### config.mk
export PLATFORM = sky130hd
export DESIGN_NAME = mul_seq_unit
export DESIGN_NICKNAME = d
export VERILOG_FILES = /design/src/rtl/mul_seq_unit.sv
export SDC_FILE = /design/constraint.sdc
export NUM_CORES = 1
export LEC_CHECK = 0
export BUFFER_PORTS_ARGS = -buffer_cell sky130_fd_sc_hd__buf_2
export CAP_MARGIN = 25
export CORE_AREA = 2 2 230 232
export CTS_CLUSTER_DIAMETER = 120
export DETAILED_ROUTE_END_ITERATION = 12
export DIE_AREA = 0 0 232 234
export SYNTH_ARGS = -nofsm -noshare
export SYNTH_HDL_FRONTEND = slang
export SYNTH_SLANG_ARGS = --single-unit
### constraint.sdc
create_clock -name clk -period 11.1 [get_ports clk]
set_input_delay 0 -clock clk [delete_from_list [all_inputs] [get_ports clk]]
set_output_delay 0 -clock clk [all_outputs]
set_load 0.02 [all_outputs]
### src/rtl/mul_seq_unit.sv
// mul_seq_unit
//   Sequential shift-add multiplier, RISC-V M style (MUL/MULH/MULHSU/MULHU).
//   Operands are reduced to magnitudes on acceptance and multiplied
//   BITS_PER_CYCLE multiplier bits at a time. The sign is applied in FIX.
//   An optional single-entry cache returns a repeated request in the accept cycle.
//
// Ports
//   clk      in   clock, rising edge
//   resetn   in   synchronous, active-low reset
//   factor1  in   multiplicand            [WIDTH]
//   factor2  in   multiplier              [WIDTH]
//   mul_op   in   0 MUL, 1 MULH, 2 MULHSU, 3 MULHU
//   valid    in   request, held with stable operands until ready
//   ready    out  one-cycle completion pulse
//   product  out  low half (MUL) or high half (others)   [WIDTH]
//   busy     out  high while in CALC or FIX
module mul_seq_unit #(
    parameter int unsigned WIDTH          = 32,
    parameter int unsigned BITS_PER_CYCLE = 1,
    parameter int unsigned EARLY_OUT      = 1,
    parameter int unsigned CACHE_EN       = 1
) (
    input  logic             clk,
    input  logic             resetn,
    input  logic [WIDTH-1:0] factor1,
    input  logic [WIDTH-1:0] factor2,
    input  logic [1:0]       mul_op,
    input  logic             valid,
    output logic             ready,
    output logic [WIDTH-1:0] product,
    output logic             busy
);

    localparam int unsigned STEPS = WIDTH / BITS_PER_CYCLE;
    localparam int unsigned CW    = $clog2(STEPS) + 1;
    localparam int unsigned OW    = $clog2(2 * WIDTH);

    typedef enum logic [2:0] {
        S_IDLE = 3'b001,
        S_CALC = 3'b010,
        S_FIX  = 3'b100
    } state_t;

    state_t r_state, w_state_next;

    logic [WIDTH-1:0]   r_mcand, r_mplier;
    logic [2*WIDTH-1:0] r_acc;
    logic [OW-1:0]      r_offset;
    logic [CW-1:0]      r_cnt;
    logic               r_sign_neg, r_ready, r_op_mul;
    logic [WIDTH-1:0]   r_f1, r_f2;
    logic               r_s1, r_s2;

    logic               r_c_valid, r_c_s1, r_c_s2;
    logic [WIDTH-1:0]   r_c_f1, r_c_f2;
    logic [2*WIDTH-1:0] r_c_prod;

    logic               w_f1_signed, w_f2_signed, w_f1_neg, w_f2_neg;
    logic [WIDTH-1:0]   w_f1_abs, w_f2_abs, w_mplier_next;
    logic [BITS_PER_CYCLE-1:0] w_digit;
    logic [2*WIDTH-1:0] w_pp, w_fixed;
    logic               w_accept, w_hit, w_last;

    always_comb begin
        w_f1_signed   = (mul_op == 2'd1) || (mul_op == 2'd2);
        w_f2_signed   = (mul_op == 2'd1);
        w_f1_neg      = w_f1_signed & factor1[WIDTH-1];
        w_f2_neg      = w_f2_signed & factor2[WIDTH-1];
        // The most-negative value negates to itself, which is its correct magnitude as unsigned.
        w_f1_abs      = w_f1_neg ? (~factor1 + 1'b1) : factor1;
        w_f2_abs      = w_f2_neg ? (~factor2 + 1'b1) : factor2;

        w_accept      = (r_state == S_IDLE) && valid && !r_ready;
        // MUL only uses the low half, which is identical for any signedness.
        w_hit         = (CACHE_EN != 0) && r_c_valid &&
                        (factor1 == r_c_f1) && (factor2 == r_c_f2) &&
                        ((mul_op == 2'd0) ||
                         ((w_f1_signed == r_c_s1) && (w_f2_signed == r_c_s2)));

        w_digit       = r_mplier[BITS_PER_CYCLE-1:0];
        w_pp          = '0;
        for (int unsigned b = 0; b < BITS_PER_CYCLE; b++) begin
            if (w_digit[b]) begin
                w_pp = w_pp + ({{WIDTH{1'b0}}, r_mcand} << b);
            end
        end
        w_pp          = w_pp << r_offset;
        w_mplier_next = r_mplier >> BITS_PER_CYCLE;
        w_last        = (r_cnt == CW'(STEPS - 1)) ||
                        ((EARLY_OUT != 0) && (w_mplier_next == '0));
        w_fixed       = r_sign_neg ? (~r_acc + 1'b1) : r_acc;

        w_state_next  = r_state;
        case (r_state)
            S_IDLE:  if (w_accept && !w_hit) w_state_next = S_CALC;
            S_CALC:  if (w_last) w_state_next = S_FIX;
            S_FIX:   w_state_next = S_IDLE;
            default: w_state_next = S_IDLE;
        endcase
    end

    always_ff @(posedge clk) begin
        if (!resetn) r_state <= S_IDLE;
        else         r_state <= w_state_next;
    end

    always_ff @(posedge clk) begin
        if (!resetn) begin
            r_mcand    <= '0;
            r_mplier   <= '0;
            r_acc      <= '0;
            r_offset   <= '0;
            r_cnt      <= '0;
            r_sign_neg <= 1'b0;
            r_ready    <= 1'b0;
            r_op_mul   <= 1'b0;
            r_f1       <= '0;
            r_f2       <= '0;
            r_s1       <= 1'b0;
            r_s2       <= 1'b0;
            r_c_valid  <= 1'b0;
            r_c_f1     <= '0;
            r_c_f2     <= '0;
            r_c_s1     <= 1'b0;
            r_c_s2     <= 1'b0;
            r_c_prod   <= '0;
        end else begin
            r_ready <= 1'b0;
            case (r_state)
                S_IDLE: begin
                    if (w_accept) begin
                        r_op_mul <= (mul_op == 2'd0);
                        r_f1     <= factor1;
                        r_f2     <= factor2;
                        r_s1     <= w_f1_signed;
                        r_s2     <= w_f2_signed;
                        if (w_hit) begin
                            r_acc   <= r_c_prod;
                            r_ready <= 1'b1;
                        end else begin
                            r_mcand    <= w_f1_abs;
                            r_mplier   <= w_f2_abs;
                            r_sign_neg <= w_f1_neg ^ w_f2_neg;
                            r_acc      <= '0;
                            r_offset   <= '0;
                            r_cnt      <= '0;
                        end
                    end
                end
                S_CALC: begin
                    r_acc    <= r_acc + w_pp;
                    r_mplier <= w_mplier_next;
                    r_offset <= r_offset + OW'(BITS_PER_CYCLE);
                    r_cnt    <= r_cnt + 1'b1;
                end
                S_FIX: begin
                    r_acc   <= w_fixed;
                    r_ready <= 1'b1;
                    if (CACHE_EN != 0) begin
                        r_c_valid <= 1'b1;
                        r_c_f1    <= r_f1;
                        r_c_f2    <= r_f2;
                        r_c_s1    <= r_s1;
                        r_c_s2    <= r_s2;
                        r_c_prod  <= w_fixed;
                    end
                end
                default: ;
            endcase
        end
    end

    assign ready   = r_ready;
    assign busy    = (r_state == S_CALC) || (r_state == S_FIX);
    assign product = r_op_mul ? r_acc[WIDTH-1:0] : r_acc[2*WIDTH-1:WIDTH];

endmodule

== Yosys cells after proc, flatten, opt, wreduce, memory -nomap -nowiden ==
Cells that the tools add are included.

* Add/sub/neg operators: 6
* Equal/unequal tests: 14
* Shifts and indexed selects: 1
* Reductions and logical operators: 22
* Bitwise operators: 7
* Muxes and demuxes: 21

{| class="wikitable"
|+ Operators with widths
! operator !! count
|-
| 32-bit 2-to-1 mux || 6
|-
| 64-bit 2-to-1 mux || 3
|-
| 64-bit one-hot mux with 3 select lines || 1
|-
| 32-bit by 1-bit adder with 32-bit output (second input constant) || 2
|-
| 64-bit by 1-bit adder with 64-bit output (second input constant) || 1
|-
| 64-bit adder || 1
|-
| 32-bit equality test || 2
|-
| 32-bit inverter || 2
|-
| 64-bit inverter || 1
|-
| 32-bit one-hot mux with 2 select lines || 1
|-
| 32-bit by 6-bit left shift with 64-bit output || 1
|-
| 32-bit logical NOT || 1
|-
| 6-bit one-hot mux with 2 select lines || 2
|-
| 6-bit by 1-bit adder with 6-bit output (second input constant) || 2
|-
| 6-bit 2-to-1 mux || 2
|-
| 1-bit logical AND || 7
|-
| 6-bit by 5-bit equality test with 1-bit output (second input constant) || 1
|-
| 3-bit 2-to-1 mux || 2
|-
| 2-bit inequality test (second input constant) || 3
|-
| 3-bit one-hot mux with 2 select lines || 1
|-
| 2-bit AND reduction || 3
|-
| 3-bit AND reduction || 2
|-
| 1-bit logical OR || 4
|-
| 3-bit by 1-bit equality test with 1-bit output (second input constant) || 1
|-
| 15 further kinds || 19
|}

* Output and inout port bits: 34
* Register bits: 343
* Logic and storage cells: 90
* Input port bits: 69

== Logic depth before layout (Yosys ltp) ==
Gate-level depths: netlist (run 1).

* Depth after elaboration: 10
* Depth in mapped cells: 24
* Depth with buffers taken out: 20

== Least setup slack after synthesis (run 1) ==
OpenSTA, ideal clock, no wires.

* Kind: flip-flop to flip-flop
* From: register r_offset[0]
* To: register r_acc[62]
* Data required time: 11.013 ns
* Setup time: 0.087 ns
* Slack: 5.490 ns
* Arrival: 5.523 ns
* Cell stages (with the launch flop): 22
* Path buffers: 4
* Period minus slack after synthesis: 5.610 ns
* Cell sequence: dfxtp_1 -> clkbuf_1 -> buf_1 -> buf_1 -> mux4_2 -> a31oi_1 -> o22a_1 -> nor2_1 -> nor2_1 -> nor2_1 -> ha_1 -> clkbuf_1 -> nand2_1 -> o21ai_0 -> o2111a_1 -> nor2_1 -> a31o_2 -> o41a_1 -> nor4b_1 -> o2111ai_1 -> and3_1 -> o31ai_1

* Cells in the longest elaborated chain, start to end: 3

{| class="wikitable"
|+ Ends and longest elaborated chain
! item !! RTL line !! RTL
|-
| start, declared || 48 || <nowiki>logic [OW-1:0] r_offset;</nowiki>
|-
| start signal, assigned || 153 || <nowiki>r_offset <= r_offset + OW'(BITS_PER_CYCLE);</nowiki>
|-
| 32-bit by 6-bit left shift with 64-bit output || 87 || <nowiki>w_pp = w_pp << r_offset;</nowiki>
|-
| 64-bit adder || 151 || <nowiki>r_acc <= r_acc + w_pp;</nowiki>
|-
| 64-bit one-hot mux with 3 select lines || 129 || <nowiki>case (r_state)</nowiki>
|-
| end signal, assigned || 138 || <nowiki>r_acc <= r_c_prod;</nowiki>
|-
| end signal, assigned || 151 ||
|-
| end signal, assigned || 157 || <nowiki>r_acc <= w_fixed;</nowiki>
|-
| end, declared || 47 || <nowiki>logic [2*WIDTH-1:0] r_acc;</nowiki>
|}

No other way between the ends.
A chain may end at the register's enable or synchronous reset.

== Worst setup path in the final report (run 1) ==
* From: register r_offset[2]
* To: register r_acc[63]

Same word-level chain as after synthesis.

==> key figures, run 1 <==
Final layout
  – Antenna Cells: 0
  – Final Cell Area: approximately 0.026 mm2
  – Area growth, synth to finish: 12.1%
  – Nets@finish: between 3000 and 4000
  – Share of cells above drive strength 1: 0.0990
  – Filler Cells Inserted: 5103
  – Post-Route Utilization: 0.497

Timing
  – Worst Hold Slack: roughly 0.016 ns
  – Unrepaired setup endpoints after global routing: false
  – Final hold vios: 0
  – Worst-Margin Slew: just over 1 ns
  – Final setup fails: 0
  – Rel. slew slack: 0.319
  – F_max: about 0.17 GHz
  – Period utilization: 0.543
  – Min Clock Period, post-route: approximately 6 ns
  – Max Slew Vio Count: 0
  – Setup skew after layout: ~0.040 ns
  – Total negative slack: 0 ns

Clocking
  – Maximum clock path buffer count: 3
  – TritonCTS buffer count: about 40
  – Clock sink count: between 300 and 400
  – CTS tree: done
  – Root buf cell: clkbuf_16
  – Cells resized by post-CTS repair: 0
  – H-tree depth: 2
  – Reg clk slew, reported paths: approximately 0.060 ns
  – Clk_lat worst skew: roughly 0.6 ns

Detailed routing
  – M1 WL: between 30000 and 40000 um
  – Vias per cell: around 6
  – Pre-Repair DR Iteration Count: 8
  – DR WL met2: between 40000 and 50000 um
  – ANT nets after route: 0
  – Highest Signal Layer: met4
  – DRT iter0 DRCs: between 2000 and 2500
  – Drt drc: 0
  – Post-Route WL: 86800 um
  – Routed WL per cell: 22.5 um
  – Wire length on met3: 4770 um
  – Vias: 23100

Synth
  – Compound-cell area share of the yosys netlist: 0.248
  – Post-synth top flop: dfxtp_1
  – Synth cell count leaders: nand2_1, a21oi_1, dfxtp_1, nor2_1, clkbuf_1
  – Syn_area_per_cell: approximately 7.3 um2
  – Synth Area in XOR/XNOR: 0.0787
  – Synthesized flop and latch total: 343
  – Asr flop ratio synth: 0
  – Main combinational cell family by area after synthesis: compound AO/OA/AOI/OAI gates
  – Post-Synth Adder-Cell Area: 0.0394
  – Synth warnings: 0
  – Gate Count Post-Synth: between 3000 and 4000
  – Share of the synthesized area in the top cell type: 0.298
  – Synth top area cells: dfxtp_1, nand2_1, a21oi_1
  – Synth area leader: dfxtp_1
  – Mapped cell area: around 0.023 mm2
  – Seq/Total Area, Yosys: 0.298
  – Synth unique cells: between 80 and 90
  – Simple-Gate Fraction of Synth Area: 0.224
  – Multiplexer share of the synthesized area: 0.0596
  – Syn nets: roughly 3300
  – Post-synth EDFFs: 0
  – Most common cell in the netlist: nand2_1

Placement
  – DP HPWL: 62000 um
  – Placed Area: around 0.024 mm2
  – GPL Wtd Cong: ~1.0
  – Buffers on Ports: 102

Critical path
  – Crit-path max FO: 46
  – Setup crit end kind: register
  – CP peak stage delay: 0.73 ns
  – Setup CP Type: register to register
  – CP Launch Type: register
  – CP max stage cell: clkinv_1
  – Arr. time, crit path: ~6.5 ns
  – Worst-path cell chain: buf_4 > clkinv_1 > nand3_1 > o21ai_0 > mux2i_1 > nor2_1 > a31oi_1 > nor2_1 > ha_1 > and3_1 > nor3b_1 > nand4_1 > a21oi_1 > o31ai_1 > buf_4 > o31ai_1 > a31oi_1 > or4_2 > nand3_1
  – Required time of the critical path: 11.61 ns

GRT
  – Pin count of the biggest net entering global routing: ~130
  – First-pass GRT wire length: roughly 130000 um
  – Total track usage: 0.312
  – Overflow left after global routing: 0
  – Initial antenna violation count: 0
  – Vias in the first global route: 21700

Power
  – Power Dens Cells: between 100 and 150 mW/mm2
  – Pleak: ~0.0095 uW
  – Comb power frac: 0.180
  – Sw power: roughly 1100 uW
  – Worst vdd ir: between 0.1 and 0.15 mV
  – Pint: between 2000 and 2500 uW
  – Power share of the clock group: 0.415
  – Flop pwr share: 0.405
  – Switching Fraction: 0.308

Floorplan
  – FP Rows: 84
  – Die Y: 234 um
  – Core area: roughly 0.052 mm2
  – Ports: around 100
  – Initial Util: 0.443
  – Die area: ~0.054 mm2
  – Die Wd: approximately 230 um

Run
  – Max-Cap Viols: 0

Outcome
  – Status: completed

Min path
  – Hold WC Path Type: input port to register
[layout by cell type, fill, tap and decap left out, types with 33 or more instances in the layout]
cell and n:
a211oi_1 62, a21oi_1 384, buf_2 102, clkbuf_16 42, dfxtp_1 338, dlygate4sd3_1 67, ha_1 71, inv_1 56
mux2_2 38, nand2_1 569, nand3_1 70, nand4_1 33, nor2_1 302, nor3_1 34, o211ai_1 33, o21ai_0 190
o22ai_1 39, xnor2_1 120, xor2_1 87
[routing by layer]
layer	vias to the layer above	track usage
met2	810	0.543
met3	174	0.0387
met4	0	0.126
li1	11100	-
met1	11000	0.390
met5	-	0
[kinds of logic after synthesis]
group / Yosys count
multiplexers: 95
buffers and inverters: 295
flip-flops: 343
XOR/XNOR: 207
AO/OA/AOI/OAI: 940
adder cells (fa/ha/maj): 72
AND/OR/NAND/NOR: 1185
[layout make-up]
class                           instances  area, um2  share of cell area
Clock buffer                           58       1150              0.0446
Inverter                               58        225             0.00872
Sequential cell                       343       6870               0.266
Tap cell                              688        861              0.0333
Multi-Input combinational cell       2499      15000               0.582
Timing Repair Buffer                  199       1430              0.0555
Clock inverter                         14        253             0.00978
[critical path, delay by kind of cell, from the launching register on]
family	cells	cell delay, ns
flops	1	0.30
simple gates	8	1.87
fa+ha+maj	1	0.46
mux	1	0.28
buf+inv	3	1.26
compound gates	6	1.74
[timing repair]
| item | 4_1_cts | 5_1_grt |
|---|---|---|
| hold endpoints to repair | 126 | 0 |
| hold buffers | 67 | 0 |
| setup buffers | 0 | 0 |
[per-stage QoR]
stage	std cells	power (uW)	setup slack, ns
after global placement	3716	2010	5.41
after CTS	3857	3470	5.21
after global routing	3859	3580	4.81
after floorplan	3137	1800	5.49
after detailed placement	3718	2020	5.27
final	3859	3450	5.07
[flip-flops by register name, indices dropped and copies added, names as in the netlist]
register,cells
r_f1,32
r_offset,6
r_c_f2,32
r_cnt,6
r_c_s1,1
r_c_valid,1
ready,1
r_s2,1
r_f2,32
r_c_s2,1
r_mcand,32
r_c_prod,64
r_c_f1,32
r_op_mul,1
r_sign_neg,1
r_s1,1
r_acc,64
r_state,3
r_mplier,32
[path summary, 6_finish.rpt]
path                       startpoint                endpoint  slack (ns)  depth (start not counted)
max          r_offset[2]$_SDFFE_PN0P_  r_acc[63]$_SDFFE_PN0P_        5.07                         19
min                            resetn  r_c_f1[9]$_SDFFE_PN0P_        0.02                          3
max reg2reg  r_offset[2]$_SDFFE_PN0P_  r_acc[63]$_SDFFE_PN0P_        5.07                         19
min reg2reg      r_f1[1]$_SDFFE_PN0P_  r_c_f1[1]$_SDFFE_PN0P_        0.45                          2
[power groups by stage]
stage	registers, uW	logic [uW]	clock network (uW)
2_1_floorplan	1360	438	0
3_3_place_gp	1420	589	0
3_5_place_dp	1420	597	0
4_1_cts	1400	618	1450
5_1_grt	1400	678	1500
6_report	1400	622	1430
(Power assumes the default switching activity.)
==> run 2, diff against run 1 <==
==> constraint.sdc (replaced) <==
create_clock -name clk -period 6.3 [get_ports clk]
set_input_delay 0 -clock clk [delete_from_list [all_inputs] [get_ports clk]]
set_output_delay 0 -clock clk [all_outputs]
set_load 0.02 [all_outputs]
==> key figures, run 2 (synthesized netlist as in run 1, its figures left out) <==
Timing
  – F_max: approximately 0.17 GHz
  – Period utilization: 0.937
  – Unrepaired setup endpoints after global routing: false
  – Min Clock Period, post-route: 5.90 ns
  – Max Slew Vio Count: 0
  – Worst-Margin Slew: a little over 1 ns
  – Rel. slew slack: 0.314
  – Setup skew after layout: 0.0276 ns
  – Worst Hold Slack: about 0.11 ns
  – Final hold vios: 0
  – Total negative slack: 0 ns
  – Final setup fails: 0

Clocking
  – Clk_lat worst skew: ~0.60 ns
  – Maximum clock path buffer count: 3
  – Root buf cell: clkbuf_16
  – TritonCTS buffer count: 42
  – Cells resized by post-CTS repair: 0
  – H-tree depth: 2
  – Clock sink count: around 340
  – CTS tree: done
  – Reg clk slew, reported paths: 0.06 ns

Final layout
  – Post-Route Utilization: 0.499
  – Commonest non-fill, non-tap cell in the layout: nand2_1
  – Most frequent cells in the layout: nand2_1, a21oi_1, dfxtp_1, nor2_1, o21ai_0
  – Top flop regs: r_acc: 64 flops, r_c_prod: 64 flops
  – Share of cells above drive strength 1: 0.104
  – Nets@finish: 3292
  – Area growth, synth to finish: 12.8%
  – Final Cell Area: ~0.026 mm2
  – Antenna Cells: 0
  – Filler Cells Inserted: between 5000 and 6000

Critical path
  – Required time of the critical path: about 6.7 ns
  – Setup CP Type: register to register
  – Arr. time, crit path: 6.33 ns
  – Setup crit end kind: register
  – Crit-path max FO: ~60
  – CP Launch Type: register

Floorplan
  – FP Rows: 84
  – Die Y: between 200 and 250 um
  – Core area: approximately 0.052 mm2
  – Die Wd: roughly 230 um
  – Die area: about 0.054 mm2
  – Ports: just over 100
  – Initial Util: 0.443

Detailed routing
  – Vias: ~23000
  – Pre-Repair DR Iteration Count: 5
  – Vias per cell: ~6
  – Drt drc: 0
  – Post-Route WL: about 86000 um
  – ANT nets after route: 0
  – DRT iter0 DRCs: ~2000
  – Routed WL per cell: around 22 um

Min path
  – Hold WC Path Type: input port to register

Power
  – Switching Fraction: 0.308
  – Power share of the clock group: 0.425
  – Flop pwr share: 0.399
  – Worst vdd ir: between 0.15 and 0.2 mV
  – Pint: 4280 uW
  – Power Dens Cells: around 240 mW/mm2
  – Sw power: roughly 1900 uW
  – Comb power frac: 0.177
  – Pwr Total: between 6000 and 7000 uW
  – Pleak: about 0.0096 uW

Run
  – Max-Cap Viols: 0

GRT
  – First-pass GRT wire length: between 100000 and 150000 um
  – Initial antenna violation count: 2
  – Overflow left after global routing: 0
  – Pin count of the biggest net entering global routing: 95
  – Total track usage: 0.308
  – Vias in the first global route: approximately 21000

Placement
  – Buffers on Ports: 102
  – GPL Wtd Cong: just under 1
  – Placed Area: about 0.024 mm2
  – DP HPWL: roughly 60000 um

Outcome
  – Status: completed
-- run 2: stage by stage --
step	std cells	setup WS (ns)
after floorplan	3137	0.690
after global placement	3724	0.570
after detailed placement	3727	0.592
after CTS	3871	0.552
after global routing	3871	0.0883
final	3871	0.399
-- run 2: worst max-delay path, cell delays in order (launching register included) --
cell and delay, ns:
dfxtp_2 0.98, nor2b_1 0.33, and3b_1 0.28, nand2_1 0.06
o21ai_0 0.15, nand2b_1 0.15, nor2_1 0.20, ha_1 0.34
a21o_1 0.23, a221oi_1 0.41, o21ai_0 0.26, a2111oi_0 0.77
buf_4 0.24, o31a_1 0.27, o21bai_1 0.28, a21oi_1 0.31
o21ai_0 0.17, xnor2_1 0.18, o22ai_1 0.10
-- run 2: final timing paths --
check / start / endpoint / slack (ns) / cells past startpoint
worst min-delay path: resetn / r_state[1]$_SDFFE_PN0P_ / 0.11 / 2
worst max register to register: r_mplier[0]$_SDFFE_PN0P_ / r_acc[56]$_SDFFE_PN0P_ / 0.40 / 18
worst max-delay path: r_mplier[0]$_SDFFE_PN0P_ / r_acc[56]$_SDFFE_PN0P_ / 0.40 / 18
worst min register to register: r_f2[18]$_SDFFE_PN0P_ / r_c_f2[18]$_SDFFE_PN0P_ / 0.45 / 2
-- run 2: what timing repair did --
| item | in CTS | in global routing |
|---|---|---|
| hold buffers | 68 | 0 |
| hold endpoints to repair | 128 | 0 |
| buffers inserted | 0 | 0 |
| setup endpoints to repair | 0 | 0 |
-- run 2: area by class of cell --
cell class,count,area [um2],area share
clock inverter,18,264,0.0102
sequential,343,6870,0.264
inverter,58,225,0.00867
tap,688,861,0.0331
timing repair buffer,207,1500,0.0575
clock buffer,58,1230,0.0474
multi-input combinational,2499,15000,0.579
-- run 2: power groups by stage --
stage | Sequential, uW | Clock, uW | Combinational [uW]
after floorplan | 2400 | 0 | 772
after global placement | 2500 | 0 | 1030
after detailed placement | 2500 | 0 | 1050
after CTS | 2460 | 2660 | 1080
after global routing | 2470 | 2750 | 1190
final | 2460 | 2620 | 1090
-- run 2: routing by layer --
metal | wire length [um] | global-route usage
met5 | 0 | 0
met4 | 2880 | 0.101
met3 | 4520 | 0.0313
met2 | 41200 | 0.534
met1 | 37000 | 0.400
